File: config.mk
export PLATFORM = sky130hd
export DESIGN_NAME = mac_operand_sequencer
export DESIGN_NICKNAME = d
export VERILOG_FILES = /design/src/rtl/mac_operand_sequencer.sv
export SDC_FILE = /design/constraint.sdc
export NUM_CORES = 1
export LEC_CHECK = 0
export BUFFER_PORTS_ARGS = -buffer_cell sky130_fd_sc_hd__buf_2
export CAP_MARGIN = 5
export CORE_ASPECT_RATIO = 0.8
export CORE_UTILIZATION = 45
export CTS_CLUSTER_DIAMETER = 120
export DETAILED_ROUTE_END_ITERATION = 10
export PLACE_DENSITY = 0.66
export SKIP_CTS_REPAIR_TIMING = 1
export SLEW_MARGIN = 25
export SYNTH_ARGS = -nofsm -noshare
export SYNTH_HDL_FRONTEND = slang
export SYNTH_SLANG_ARGS = --single-unit
export TNS_END_PERCENT = 10
File: constraint.sdc
create_clock -name clk -period 6.9 [get_ports clk]
set_input_delay 0.69 -clock clk [delete_from_list [all_inputs] [get_ports clk]]
set_output_delay 0.69 -clock clk [all_outputs]
set_load 0.005 [all_outputs]
File: src/rtl/mac_operand_sequencer.sv
// mac_operand_sequencer: buffers host operand commands, drives them into the MAC with hold timing, returns results
module mac_operand_sequencer #(
    parameter int DEPTH     = 4,
    parameter int TRI_HOLD  = 4,
    parameter int SUMP_HOLD = 2,
    parameter int TIMEOUT   = 16
) (
    input  logic        clk,
    input  logic        reset,
    input  logic        cmd_valid,
    output logic        cmd_ready,
    input  logic        cmd_mode,
    input  logic        cmd_last,
    input  logic [7:0]  cmd_a,
    input  logic [7:0]  cmd_b,
    input  logic [7:0]  cmd_c,
    input  logic [7:0]  cmd_x,
    output logic [7:0]  num_a,
    output logic [7:0]  num_b,
    output logic [7:0]  num_c,
    output logic [7:0]  num_x,
    output logic        mode,
    output logic        valid_input,
    output logic        last_input,
    input  logic        valid_output,
    input  logic [16:0] final_output,
    output logic        res_valid,
    input  logic        res_ready,
    output logic [16:0] res_data,
    output logic        res_timeout,
    output logic        busy
);
    localparam int AW = $clog2(DEPTH);
    localparam int HW = $clog2((TRI_HOLD > SUMP_HOLD ? TRI_HOLD : SUMP_HOLD) + 1);
    localparam int TW = $clog2(TIMEOUT + 1);

    typedef enum logic [2:0] {IDLE, DRIVE, GAP, WAIT_RES, RESULT} state_t;
    typedef struct packed {
        logic       mode;
        logic       last;
        logic [7:0] a;
        logic [7:0] b;
        logic [7:0] c;
        logic [7:0] x;
    } cmd_t;

    state_t        state, state_next;
    cmd_t          mem [DEPTH];
    cmd_t          op;
    logic [AW-1:0] wr_ptr, rd_ptr;
    logic [AW:0]   count;
    logic [HW-1:0] hold_cnt;
    logic [TW-1:0] wait_cnt;
    logic          captured, push, pop, hit, timeout_hit;

    assign cmd_ready   = count != (AW+1)'(DEPTH);
    assign push        = cmd_valid && cmd_ready;
    assign valid_input = state == DRIVE;
    assign last_input  = valid_input && op.last;
    assign num_a       = op.a;
    assign num_b       = op.b;
    assign num_c       = op.c;
    assign num_x       = op.x;
    assign mode        = op.mode;
    assign res_valid   = state == RESULT;
    assign busy        = state != IDLE || count != '0;

    // State register; reset drops the drive outputs immediately
    always_ff @(posedge clk or negedge reset) begin
        if (!reset) state <= IDLE;
        else        state <= state_next;
    end

    // Next state, pop request, result capture and timeout detection
    always_comb begin
        state_next  = state;
        pop         = 1'b0;
        timeout_hit = 1'b0;
        hit         = valid_output && op.last && !captured && (state inside {DRIVE, GAP, WAIT_RES});
        case (state)
            IDLE:     if (count != '0) begin
                          pop        = 1'b1;
                          state_next = DRIVE;
                      end
            DRIVE:    if (hold_cnt == HW'(1)) state_next = GAP;
            GAP:      state_next = !op.last ? IDLE : (captured || hit) ? RESULT : WAIT_RES;
            WAIT_RES: if (hit) state_next = RESULT;
                      else if (wait_cnt == TW'(TIMEOUT - 1)) begin
                          timeout_hit = 1'b1;
                          state_next  = RESULT;
                      end
            RESULT:   if (res_ready) state_next = IDLE;
            default:  state_next = IDLE;
        endcase
    end

    // Command storage; last is forced high for trinomial commands on entry
    always_ff @(posedge clk) begin
        if (push) mem[wr_ptr] <= {cmd_mode, cmd_mode | cmd_last, cmd_a, cmd_b, cmd_c, cmd_x};
    end

    // FIFO pointers, operand register, hold/wait counters and result registers
    always_ff @(posedge clk or negedge reset) begin
        if (!reset) begin
            wr_ptr      <= '0;
            rd_ptr      <= '0;
            count       <= '0;
            op          <= '0;
            hold_cnt    <= '0;
            wait_cnt    <= '0;
            captured    <= 1'b0;
            res_data    <= '0;
            res_timeout <= 1'b0;
        end else begin
            if (push) wr_ptr <= wr_ptr + 1'b1;
            if (pop) rd_ptr <= rd_ptr + 1'b1;
            count <= count + (AW+1)'(push) - (AW+1)'(pop);
            if (pop) begin
                op       <= mem[rd_ptr];
                hold_cnt <= mem[rd_ptr].mode ? HW'(TRI_HOLD) : HW'(SUMP_HOLD);
                captured <= 1'b0;
            end else if (state == DRIVE) hold_cnt <= hold_cnt - 1'b1;
            wait_cnt <= state == WAIT_RES ? wait_cnt + 1'b1 : '0;
            if (hit) begin
                res_data <= final_output;
                captured <= 1'b1;
            end
            if (timeout_hit) begin
                res_data    <= '0;
                res_timeout <= 1'b1;
            end
            if (state == RESULT && res_ready) res_timeout <= 1'b0;
        end
    end
endmodule

==> reports/metrics.yaml, run 1 <==
status: "finished clean"
die_x_um: 153
topRoutingLayerUsed: "met4"
synth_cells: 503
gp_congestion: 0.803
cts_root_buffer: "clkbuf_16"
start_util: 0.466
track_usage: 0.164
fin_skew_ns: 0.00923
synth_cell_type_count: 40
cts_inserted_buffers: 21
dp.cells: 787
placementRows: 43
cap_violations: 0
die_y_um: 123
grt_pass1_wl_um: 23300
drive_above_1_share: 0.328
synth_common_cells: "edfxtp_1, nand2_1, dfrtp_1"
synth_fp_nets: 570
reg2reg_depth: 9
startpoint_type: "flop"
ctsHtreeMaxLevel: 1
yosysTopAreaCell: "edfxtp_1"
core-area_um2: 17600
required_ns: 7.30
r2r_slack_ns: 3.50
criticalPathCategory: "flop to flop"
stdcell_count: 828
dieArea_um2: 18800
maxSlewViolCount: 0
io_buffers: 111
worstMarginPinSlew_ns: 0.980
viasPerCell: 5.14
synth_most_common_cell: "edfxtp_1"
clockBufferDepth: 3
wirelength_um: 14800
fin_setup_tns_ns: 0
ys_seq_elements: 207
syn_avg_cell_area_um2: 16.3
holdWs_ns: 0.126
num_io_pins: 112
synth_top_area_frac: 0.498
synth_edf_count: 136
antenna_found_initial: 1
min_period_over_period: 0.492
async_flop_share: 0.343
grt_max_degree: 72
multi_input_area_um2: 1870
crit_chain: "or4_4, inv_2, ha_1, inv_1, ha_1, inv_1, fa_1, xnor2_1, xnor2_1"
end_kind: "flop"
worst_ep_arrival_time_ns: 3.80
netlist_area_um2: 8200
hp-class: "input pin to asynchronous set/reset pin"
syn2layout_area_growth_pct: 14.1
fillers: 1431
nets: 653
cp_max_fo: 38
dr_wl_met3_um: 922
clk_pin_slew_worst_paths_ns: 0.06
timing.rr.end: "count[2]$_DFF_PN0_"
register_area_um2: 5860
routedWlPerCell_um: 17.8
m1WireLength_um: 6510
yosys-top-cells-area: "edfxtp_1, dfrtp_1, mux4_2"
ant_nets: 0
reg2reg_from: "state[1]$_DFFE_PN0P_"
met2_length_um: 7070
fmax_mhz: 294
cts_sinks: 207
period_minus_slack_ns: 3.40
synth-main-ff-cell: "edfxtp_1"
powerDensity_nw_per_um2: 451
drc: 0
vias: 4259
maxSlewHeadroom: 0.347
vdd_drop_max_v: 0.000246
setup_slack_ns: 3.50
p_leak_nw: 3.85
cts_tree: "done"
worst_skew_pair.late_latency_ns: 0.50
dp_hpwl_um: 8710
finalHoldViolations: 0
rsz0062_at_grt: "no"
max_stage_delay_ns: 0.84
crit_path_top_delay_cell: "or4_4"
place_ws_ns: 3.48
drtPass1Iterations: 4
setup_violations: 0
grt_overflow: 0
yosysWarnings: 0
grt_pass1_vias: 4342
yosysSeqAreaShare: 0.715
drt-initial-drc-count: 334
==> cell type report <==
| class | instances | share of cell area |
|---|---|---|
| clock inverters | 12 | 0.0127 |
| well taps | 225 | 0.0301 |
| flip-flops and latches | 207 | 0.627 |
| clock buffers | 25 | 0.0599 |
| repair buffers | 114 | 0.0642 |
| inverters | 13 | 0.00522 |
| diodes | 3 | 0.000802 |
| multi-input cells | 229 | 0.200 |
==> sequential cells by signal (all words and copies together) (netlist names), 2 cells and up <==
signal    flops
num_a         8
wr_ptr        2
num_c         8
hold_cnt      3
rd_ptr        2
num_x         8
wait_cnt      5
mem         136
count         3
num_b         8
state         3
res_data     17
==> power breakdown <==
part | leakage [nW] | internal, mW | switching [mW]
Clock | 0.338 | 0.656 | 0.452
Sequential | 2.13 | 1.71 | 0.226
Combinational | 1.38 | 0.557 | 0.620
Total | 3.85 | 2.92 | 1.30
==> cell families after synthesis <==
group | share of synthesized area
adders and majority gates | 0.0177
xor gates and xnor gates | 0.00961
muxes | 0.0947
and+or+nand+nor | 0.0758
AOI/OAI and AO/OA | 0.0294
DFF | 0.715
buffers and inverters | 0.0581
==> metrics by stage <==
stage               total power [mW]  utilization  cell area, µm²
floorplan                       2.92            -            8200
global placement                3.10        0.491            8640
detailed placement              3.17        0.491            8640
CTS                             4.28        0.530            9320
global route                    4.49        0.531            9350
finish                          4.22        0.532            9360
==> cells in the final DEF, fill, tap and decap left out, types with 2 or more instances in the layout <==
cell type	Yosys	layout
xnor2_1	8	8
and3_2	0	4
edfxtp_1	136	136
dfrtp_1	71	69
mux4_2	34	34
buf_2	8	110
nor3b_1	2	2
a22o_1	17	17
clkbuf_16	0	21
buf_4	34	3
nand3b_1	4	4
and2_1	4	4
dfrtp_2	0	2
a21o_1	3	3
inv_1	12	12
a21oi_2	2	2
ha_1	10	10
o21ai_0	4	4
nor2_1	11	11
diode_2	0	3
clkbuf_1	2	2
clkbuf_8	0	2
bufinv_16	0	2
clkinv_2	0	6
a21oi_1	2	2
nand2_1	105	105
nand3_1	3	3
==> worst max path at each step <==
stage / from / end / slack (ns) / cells after the start
floorplan: state[1]$_DFFE_PN0P_ / count[2]$_DFF_PN0_ / 4.39 / 12
global placement: state[1]$_DFFE_PN0P_ / count[2]$_DFF_PN0_ / 3.62 / 9
detailed placement: state[1]$_DFFE_PN0P_ / count[2]$_DFF_PN0_ / 3.48 / 9
CTS: state[1]$_DFFE_PN0P_ / count[2]$_DFF_PN0_ / 3.47 / 9
global route: state[1]$_DFFE_PN0P_ / count[2]$_DFF_PN0_ / 3.32 / 9
finish: state[1]$_DFFE_PN0P_ / count[2]$_DFF_PN0_ / 3.50 / 9
==> metal layers <==
| layer | GRT usage | vias to the layer above |
|---|---|---|
| li1 | - | 1962 |
| met1 | 0.218 | 2128 |
| met2 | 0.274 | 145 |
| met3 | 0.0399 | 24 |
| met4 | 0.0429 | 0 |
| met5 | 0 | - |
==> critical path: cells and delay by family (launching register included) <==
family	cells	cell delay, ns
and+or+nand+nor	1	0.84
adders and majority gates	3	0.87
DFF	1	0.47
xor gates and xnor gates	2	0.36
buffers and inverters	3	0.76
No activity file was read; power rests on OpenSTA's default activity.
==> inputs of run 2 (changes only) <==
--- a/config.mk
+++ b/config.mk
@@ -5,13 +5,14 @@
 export SDC_FILE = /design/constraint.sdc
 export NUM_CORES = 1
 export LEC_CHECK = 0
+export ABC_AREA = 1
 export BUFFER_PORTS_ARGS = -buffer_cell sky130_fd_sc_hd__buf_2
 export CAP_MARGIN = 5
 export CORE_ASPECT_RATIO = 0.8
 export CORE_UTILIZATION = 45
 export CTS_CLUSTER_DIAMETER = 120
 export DETAILED_ROUTE_END_ITERATION = 10
-export PLACE_DENSITY = 0.66
+export PLACE_DENSITY = 0.68
 export SKIP_CTS_REPAIR_TIMING = 1
 export SLEW_MARGIN = 25
 export SYNTH_ARGS = -nofsm -noshare
==> constraint.sdc (replaced) <==
create_clock -name clk -period 2.9 [get_ports clk]
set_input_delay 0.29 -clock clk [delete_from_list [all_inputs] [get_ports clk]]
set_output_delay 0.29 -clock clk [all_outputs]
set_load 0.005 [all_outputs]
==> reports/metrics.yaml, run 2 <==
timing.rr.end: "count[2]$_DFF_PN0_"
cp_max_fo: 8  # -79%
setup_violations: 0  # unchanged
clockPowerShare: 0.256  # -0.007
placementRows: 44  # +2.3%
synth_most_common_cell: "nand2_1"
reg2reg_depth: 10  # +1
gp_congestion: 0.758  # -5.6%
vias: 5350  # +26%
maxSlewHeadroom: 0.436  # +0.0890
holdPathEnd: "mem[0][4]$_DFFE_PP_"
cts_tree: "done"
clk_pin_slew_worst_paths_ns: 0.06  # about the same
ys_seq_elements: 207  # unchanged
period_minus_slack_ns: 2.00  # -1.39 ns
synth_fa_ha_area_frac: 0.0170  # -0.000653
max_stage_delay_ns: 0.44  # -0.40 ns
fmax_mhz: 500  # +70%
p_comb_frac: 0.338  # +0.059
num_io_pins: 112  # unchanged
maxSlewViolCount: 0  # unchanged
dieArea_um2: 19500  # +3.8%
wirelength_um: 16700  # +13%
cts_root_buffer: "clkbuf_16"
end_kind: "flop"
yosysSeqAreaShare: 0.688  # -0.0264
power_switching_mw: 3.84  # +200%
antenna_found_initial: 1  # unchanged
ant_nets: 0  # unchanged
clockBufferDepth: 3  # unchanged
seq_power_share: 0.406  # -0.052
use_met2: 0.279  # +0.00511
synth_fp_nets: 792  # +39%
rsz0062_at_grt: "no"
crit_chain: "nor2_1, nand2_1, nand2_1, buf_4, ha_1, inv_1, ha_1, inv_1, fa_1, xnor2_1"
nets: 875  # +34%
powerDensity_nw_per_um2: 1100  # +140%
required_ns: 3.27  # -4.03 ns
holdPathStages: 1
layout_common_cells: "nand2_1, edfxtp_1, buf_2, nor2_1, dfrtp_1"
stdcell_count: 1077  # +30%
dp_hpwl_um: 9800  # +12%
fin_skew_ns: 0.0172  # +0.00792 ns
synth_top_area_frac: 0.480  # -0.0184
synth-main-ff-cell: "edfxtp_1"
yosysTopAreaCell: "edfxtp_1"
regMostFlops: "mem"
r2r_slack_ns: 0.90  # -2.61 ns
async_flop_share: 0.343  # unchanged
final_common_cell: "nand2_1"
drive_above_1_share: 0.227  # -0.101
yosys-top-cells-area: "edfxtp_1, dfrtp_1, nand2_1"
criticalPathCategory: "flop to flop"
largest_reg_flops: 136  # unchanged
p_int_mw: 7.01  # +140%
die_x_um: 156  # +1.9%
swShare: 0.354  # +0.0462
fin_setup_tns_ns: 0  # unchanged
hp-start: "cmd_x[4]"
finalHoldViolations: 0  # unchanged
cts_sinks: 207  # unchanged
routedWlPerCell_um: 15.5  # -13%
cap_violations: 0  # unchanged
min_period_over_period: 0.690  # +0.198
synth-compound-area-share: 0.0713  # +0.0418
syn_avg_cell_area_um2: 11.7  # -28%
dp.cells: 1033  # +31%
cts_inserted_buffers: 21  # unchanged
worstMarginPinSlew_ns: 0.846  # -0.134 ns
ctsHtreeMaxLevel: 1  # unchanged
crit_path_top_delay_cell: "dfrtp_1"
syn2layout_area_growth_pct: 15.3
grt_pass1_vias: 5153  # +19%
drtPass1Iterations: 5  # +1
synth_common_cells: "nand2_1, edfxtp_1, nor2_1"
worst_ep_arrival_time_ns: 2.38  # -1.42 ns
grt_pass1_wl_um: 27000  # +16%
synth_cells: 725  # +44%
worst_skew_pair.late_latency_ns: 0.50  # about the same
synth_top_family_by_area: "simple AND/OR/NAND/NOR gates"
drt-initial-drc-count: 413  # +24%
reg2reg_from: "count[1]$_DFF_PN0_"
synthSimpleGateAreaFrac: 0.151  # +0.0752
netlist_area_um2: 8520  # +3.8%
track_usage: 0.176  # +0.0121
grtUsageMet1: 0.246  # +0.0281
vdd_drop_max_v: 0.000754  # +210%
start_util: 0.465  # -0.00167
met3_usage: 0.0367  # -0.00316
startpoint_type: "flop"
status: "finished clean"
synth.area.mux_share: 0  # -0.0947
grt_overflow: 0  # unchanged
synth_cell_type_count: 33  # -18%
yosysWarnings: 0  # unchanged
grt-busiest-layer: "met2"
grt_max_degree: 72  # unchanged
core-area_um2: 18300  # +4.2%
viasPerCell: 4.97  # -3.4%
die_y_um: 125  # +1.9%
p_leak_nw: 4.13  # +7.5%
synthXorXnorAreaFrac: 0.00411  # -0.00550
synth_edf_count: 136  # unchanged
io_buffers: 111  # unchanged
hp-class: "input pin to flop"
top_regs: "mem: 136 flops, res_data: 17 flops"
drc: 0  # unchanged
==> run 2: cell count changes in the layout (fill, tap and decap cells not counted), sizes merged, moves of 5 or more <==
cell,previous run,this run
nor2,11,99
o21ai,4,74
nand2,106,148
nand3,3,41
mux4,34,0
o22ai,0,32
a22o,17,0
inv,14,31
buf,114,123
xnor2,8,2
and3,5,0
dlygate4sd3,0,5
==> run 2: layer usage <==
layer,share of wire,wire length [µm],up-vias
met5,0,0,-
met4,0.023,391,0
met2,0.45,7580,184
met1,0.45,7490,2523
met3,0.073,1220,34
li1,-,-,2609
==> run 2: metrics by stage <==
step | total power [mW] | util | worst slack [ns] | area [µm²] | hold slack [ns]
2_1_floorplan | 7.33 | - | 0.300 | 8520 | -0.00559
3_3_place_gp | 8.11 | 0.494 | 0.952 | 9050 | 0.451
3_5_place_dp | 8.19 | 0.494 | 0.917 | 9050 | 0.460
4_1_cts | 11.0 | 0.533 | 0.881 | 9770 | -0.0173
5_1_grt | 11.7 | 0.536 | 0.750 | 9820 | 0.000189
6_report | 10.8 | 0.536 | 0.898 | 9820 | 0.0111
==> run 2: layout make-up <==
class | count | area, µm²
multi-input combinational | 420 | 2100
clock buffer | 23 | 533
antenna | 1 | 2.50
clock inverter | 15 | 178
inverter | 30 | 113
timing repair buffer | 128 | 714
tap | 253 | 317
sequential | 207 | 5860
fill | 1586 | 8510
==> run 2: logic make-up after synthesis <==
kind of cell,after synthesis
compound gates,111
xor+xnor,4
fa+ha+maj,11
buf+inv,98
flops,207
simple gates,294
==> run 2: power by group through the flow <==
stage | Combinational, mW | Clock, mW | Sequential [mW]
after floorplan | 2.92 | 0 | 4.41
after global placement | 3.66 | 0 | 4.45
after detailed placement | 3.72 | 0 | 4.47
after CTS | 3.75 | 2.83 | 4.41
after global routing | 4.22 | 2.96 | 4.50
final | 3.67 | 2.77 | 4.41
==> run 2: worst max-delay path: cells and delay by family (launching register included) <==
family	cells	cell delay [ns]
AND/OR/NAND/NOR	3	0.25
flip-flops	1	0.44
buffers and inverters	3	0.30
XOR/XNOR	1	0.13
adder cells (fa/ha/maj)	3	0.76
==> run 2: how the worst max path moves through the flow <==
| stage | start | end | slack [ns] | cells after the start |
|---|---|---|---|---|
| global route | state[2]$_DFFE_PN0P_ | last_input | 0.75 | 4 |
| floorplan | count[1]$_DFF_PN0_ | mem[0][0]$_DFFE_PP_ | 0.30 | 4 |
| CTS | state[2]$_DFFE_PN0P_ | valid_input | 0.88 | 4 |
| detailed placement | count[1]$_DFF_PN0_ | count[2]$_DFF_PN0_ | 0.92 | 10 |
| finish | count[1]$_DFF_PN0_ | count[2]$_DFF_PN0_ | 0.90 | 10 |
| global placement | count[1]$_DFF_PN0_ | count[1]$_DFF_PN0_ | 0.95 | 10 |
==> inputs of run 3 (changes only) <==
==> constraint.sdc (replaced) <==
create_clock -name clk -period 1.7 [get_ports clk]
set_input_delay 0.17 -clock clk [delete_from_list [all_inputs] [get_ports clk]]
set_output_delay 0.17 -clock clk [all_outputs]
set_load 0.005 [all_outputs]
==> reports/metrics.yaml, run 3 (same netlist as run 2, synthesis figures left out) <==
period_minus_slack_ns: 1.86  # -0.140 ns
reg2reg_from: "state[1]$_DFFE_PN0P_"
die_x_um: 156  # unchanged
worst_skew_pair.late_latency_ns: 0.50  # about the same
drive_above_1_share: 0.244  # +0.0172
regMostFlops: "mem"
io_buffers: 111  # unchanged
final_util: 0.578  # +0.0420
fmax_mhz: 537  # +7.5%
clk_pin_slew_worst_paths_ns: 0.06  # about the same
placementRows: 44  # unchanged
end_kind: "flop"
antenna_found_initial: 1  # unchanged
maxSlewHeadroom: 0.648  # +0.212
vias: 5663  # +5.9%
maxSlewViolCount: 0  # unchanged
cp_max_fo: 3  # -5
holdWs_ns: 0.0516  # +0.0405 ns
p_comb_frac: 0.377  # +0.039
cts_inserted_buffers: 21  # unchanged
grt-busiest-layer: "met2"
seq_power_share: 0.392  # -0.014
hp-class: "input pin to flop"
p_leak_nw: 4.45  # +7.7%
die_y_um: 125  # unchanged
required_ns: 2.09  # -1.18 ns
track_usage: 0.184  # +0.00798
setup_slack_ns: -0.161  # -1.06 ns
crit_path_top_delay_cell: "fa_1"
worstMarginPinSlew_ns: 0.528  # -0.317 ns
grt_pass1_vias: 5458  # +5.9%
grt_max_degree: 40  # -44%
place_ws_ns: -0.102  # -1.02 ns
final_common_cell: "nand2_1"
ctsHtreeMaxLevel: 1  # unchanged
wirelength_um: 18300  # +9.6%
start_util: 0.465  # unchanged
top_regs: "mem: 136 flops, res_data: 17 flops"
met3_usage: 0.0347  # -0.00208
cts_sinks: 207  # unchanged
layout_common_cells: "nand2_1, edfxtp_1, buf_2, nor2_1, dfrtp_1"
use_met2: 0.307  # +0.0281
min_period_over_period: 1.09  # +0.405
powerDensity_nw_per_um2: 1820  # +65%
grt_overflow: 0  # unchanged
startpoint_type: "flop"
gp_congestion: 0.758  # about the same
drtPass1Iterations: 4  # -1
cts_tree: "done"
cp_top_family: "adder cells"
setup_violations: 3  # +3
criticalPathCategory: "flop to flop"
vdd_drop_max_v: 0.00116  # +54%
drc: 0  # unchanged
rsz0062_at_grt: "yes"
core-area_um2: 18300  # unchanged
crit_top_cell: "inv_2"
syn2layout_area_growth_pct: 24.4
r2r_slack_ns: -0.16  # -1.06 ns
violations: "setup timing"
finalHoldViolations: 0  # unchanged
status: "finished, violations left"
power_switching_mw: 6.92  # +80%
worst_ep_arrival_time_ns: 2.25  # -0.13 ns
cts_root_buffer: "clkbuf_16"
finalPower_mw: 19.2  # +77%
max_stage_delay_ns: 0.52  # +0.08 ns
swShare: 0.360  # +0.00583
dieArea_um2: 19500  # unchanged
drt-initial-drc-count: 426  # +3.1%
largest_reg_flops: 136  # unchanged
grtUsageMet1: 0.248  # +0.00181
clockBufferDepth: 3  # unchanged
crit_chain: "inv_2, nand2_4, nor2_4, nand2_2, inv_2, ha_4, inv_2, ha_4, inv_2, fa_1, inv_1"
ant_nets: 0  # unchanged
clockPowerShare: 0.231  # -0.025
timing.critical_path.from: "state[1]$_DFFE_PN0P_"
fin_skew_ns: 0.0173  # +0.000181 ns
nets: 948  # +8.3%
hp-start: "cmd_last"
cap_violations: 0  # unchanged
routedWlPerCell_um: 15.9  # +2.7%
p_int_mw: 12.3  # +76%
dp_hpwl_um: 10800  # +11%
viasPerCell: 4.92  # -0.87%
num_io_pins: 112  # unchanged
critPathBufInv: 5  # +2
grt_pass1_wl_um: 28100  # +3.9%
-- run 3: cell type report --
| type | instances | area [µm²] |
|---|---|---|
| Antenna cell | 1 | 2.50 |
| Clock buffer | 28 | 552 |
| Clock inverter | 10 | 105 |
| Fill cell | 1532 | 7740 |
| Inverter | 30 | 113 |
| Multi-Input combinational cell | 420 | 2160 |
| Sequential cell | 207 | 5860 |
| Tap cell | 253 | 317 |
| Timing Repair Buffer | 201 | 1480 |
-- run 3: power by group through the flow --
stage / sequential [mW] / combinational [mW] / clock, mW
floorplan: 7.50 / 5.07 / 0
global placement: 7.57 / 6.69 / 0
detailed placement: 7.60 / 6.89 / 0
CTS: 7.53 / 6.92 / 4.54
global route: 7.68 / 8.16 / 4.74
finish: 7.54 / 7.26 / 4.45
-- run 3: routing by layer --
metal | vias up | wire length (µm)
met5 | - | 0
met3 | 30 | 733
met4 | 0 | 421
li1 | 2764 | -
met1 | 2725 | 8260
met2 | 144 | 8880
-- run 3: final timing paths --
kind | cells past startpoint | endpoint
max in group asynchronous | 3 | num_b[3]$_DFFE_PN0P_
min | 2 | mem[3][32]$_DFFE_PP_
max | 11 | count[1]$_DFF_PN0_
max reg2reg | 11 | count[1]$_DFF_PN0_
min in group asynchronous | 2 | res_data[3]$_DFFE_PN0P_
min reg2reg | 1 | wait_cnt[0]$_DFF_PN0_
-- run 3: per-stage QoR --
| step | instance area [µm²] | std cells | setup TNS, ns |
|---|---|---|---|
| after floorplan | 8550 | 725 | -0.498 |
| after global placement | 9320 | 1054 | -0.160 |
| after detailed placement | 9320 | 1054 | -0.196 |
| after CTS | 9970 | 1092 | -0.553 |
| after global routing | 10600 | 1150 | -0.714 |
| final | 10600 | 1150 | -0.338 |
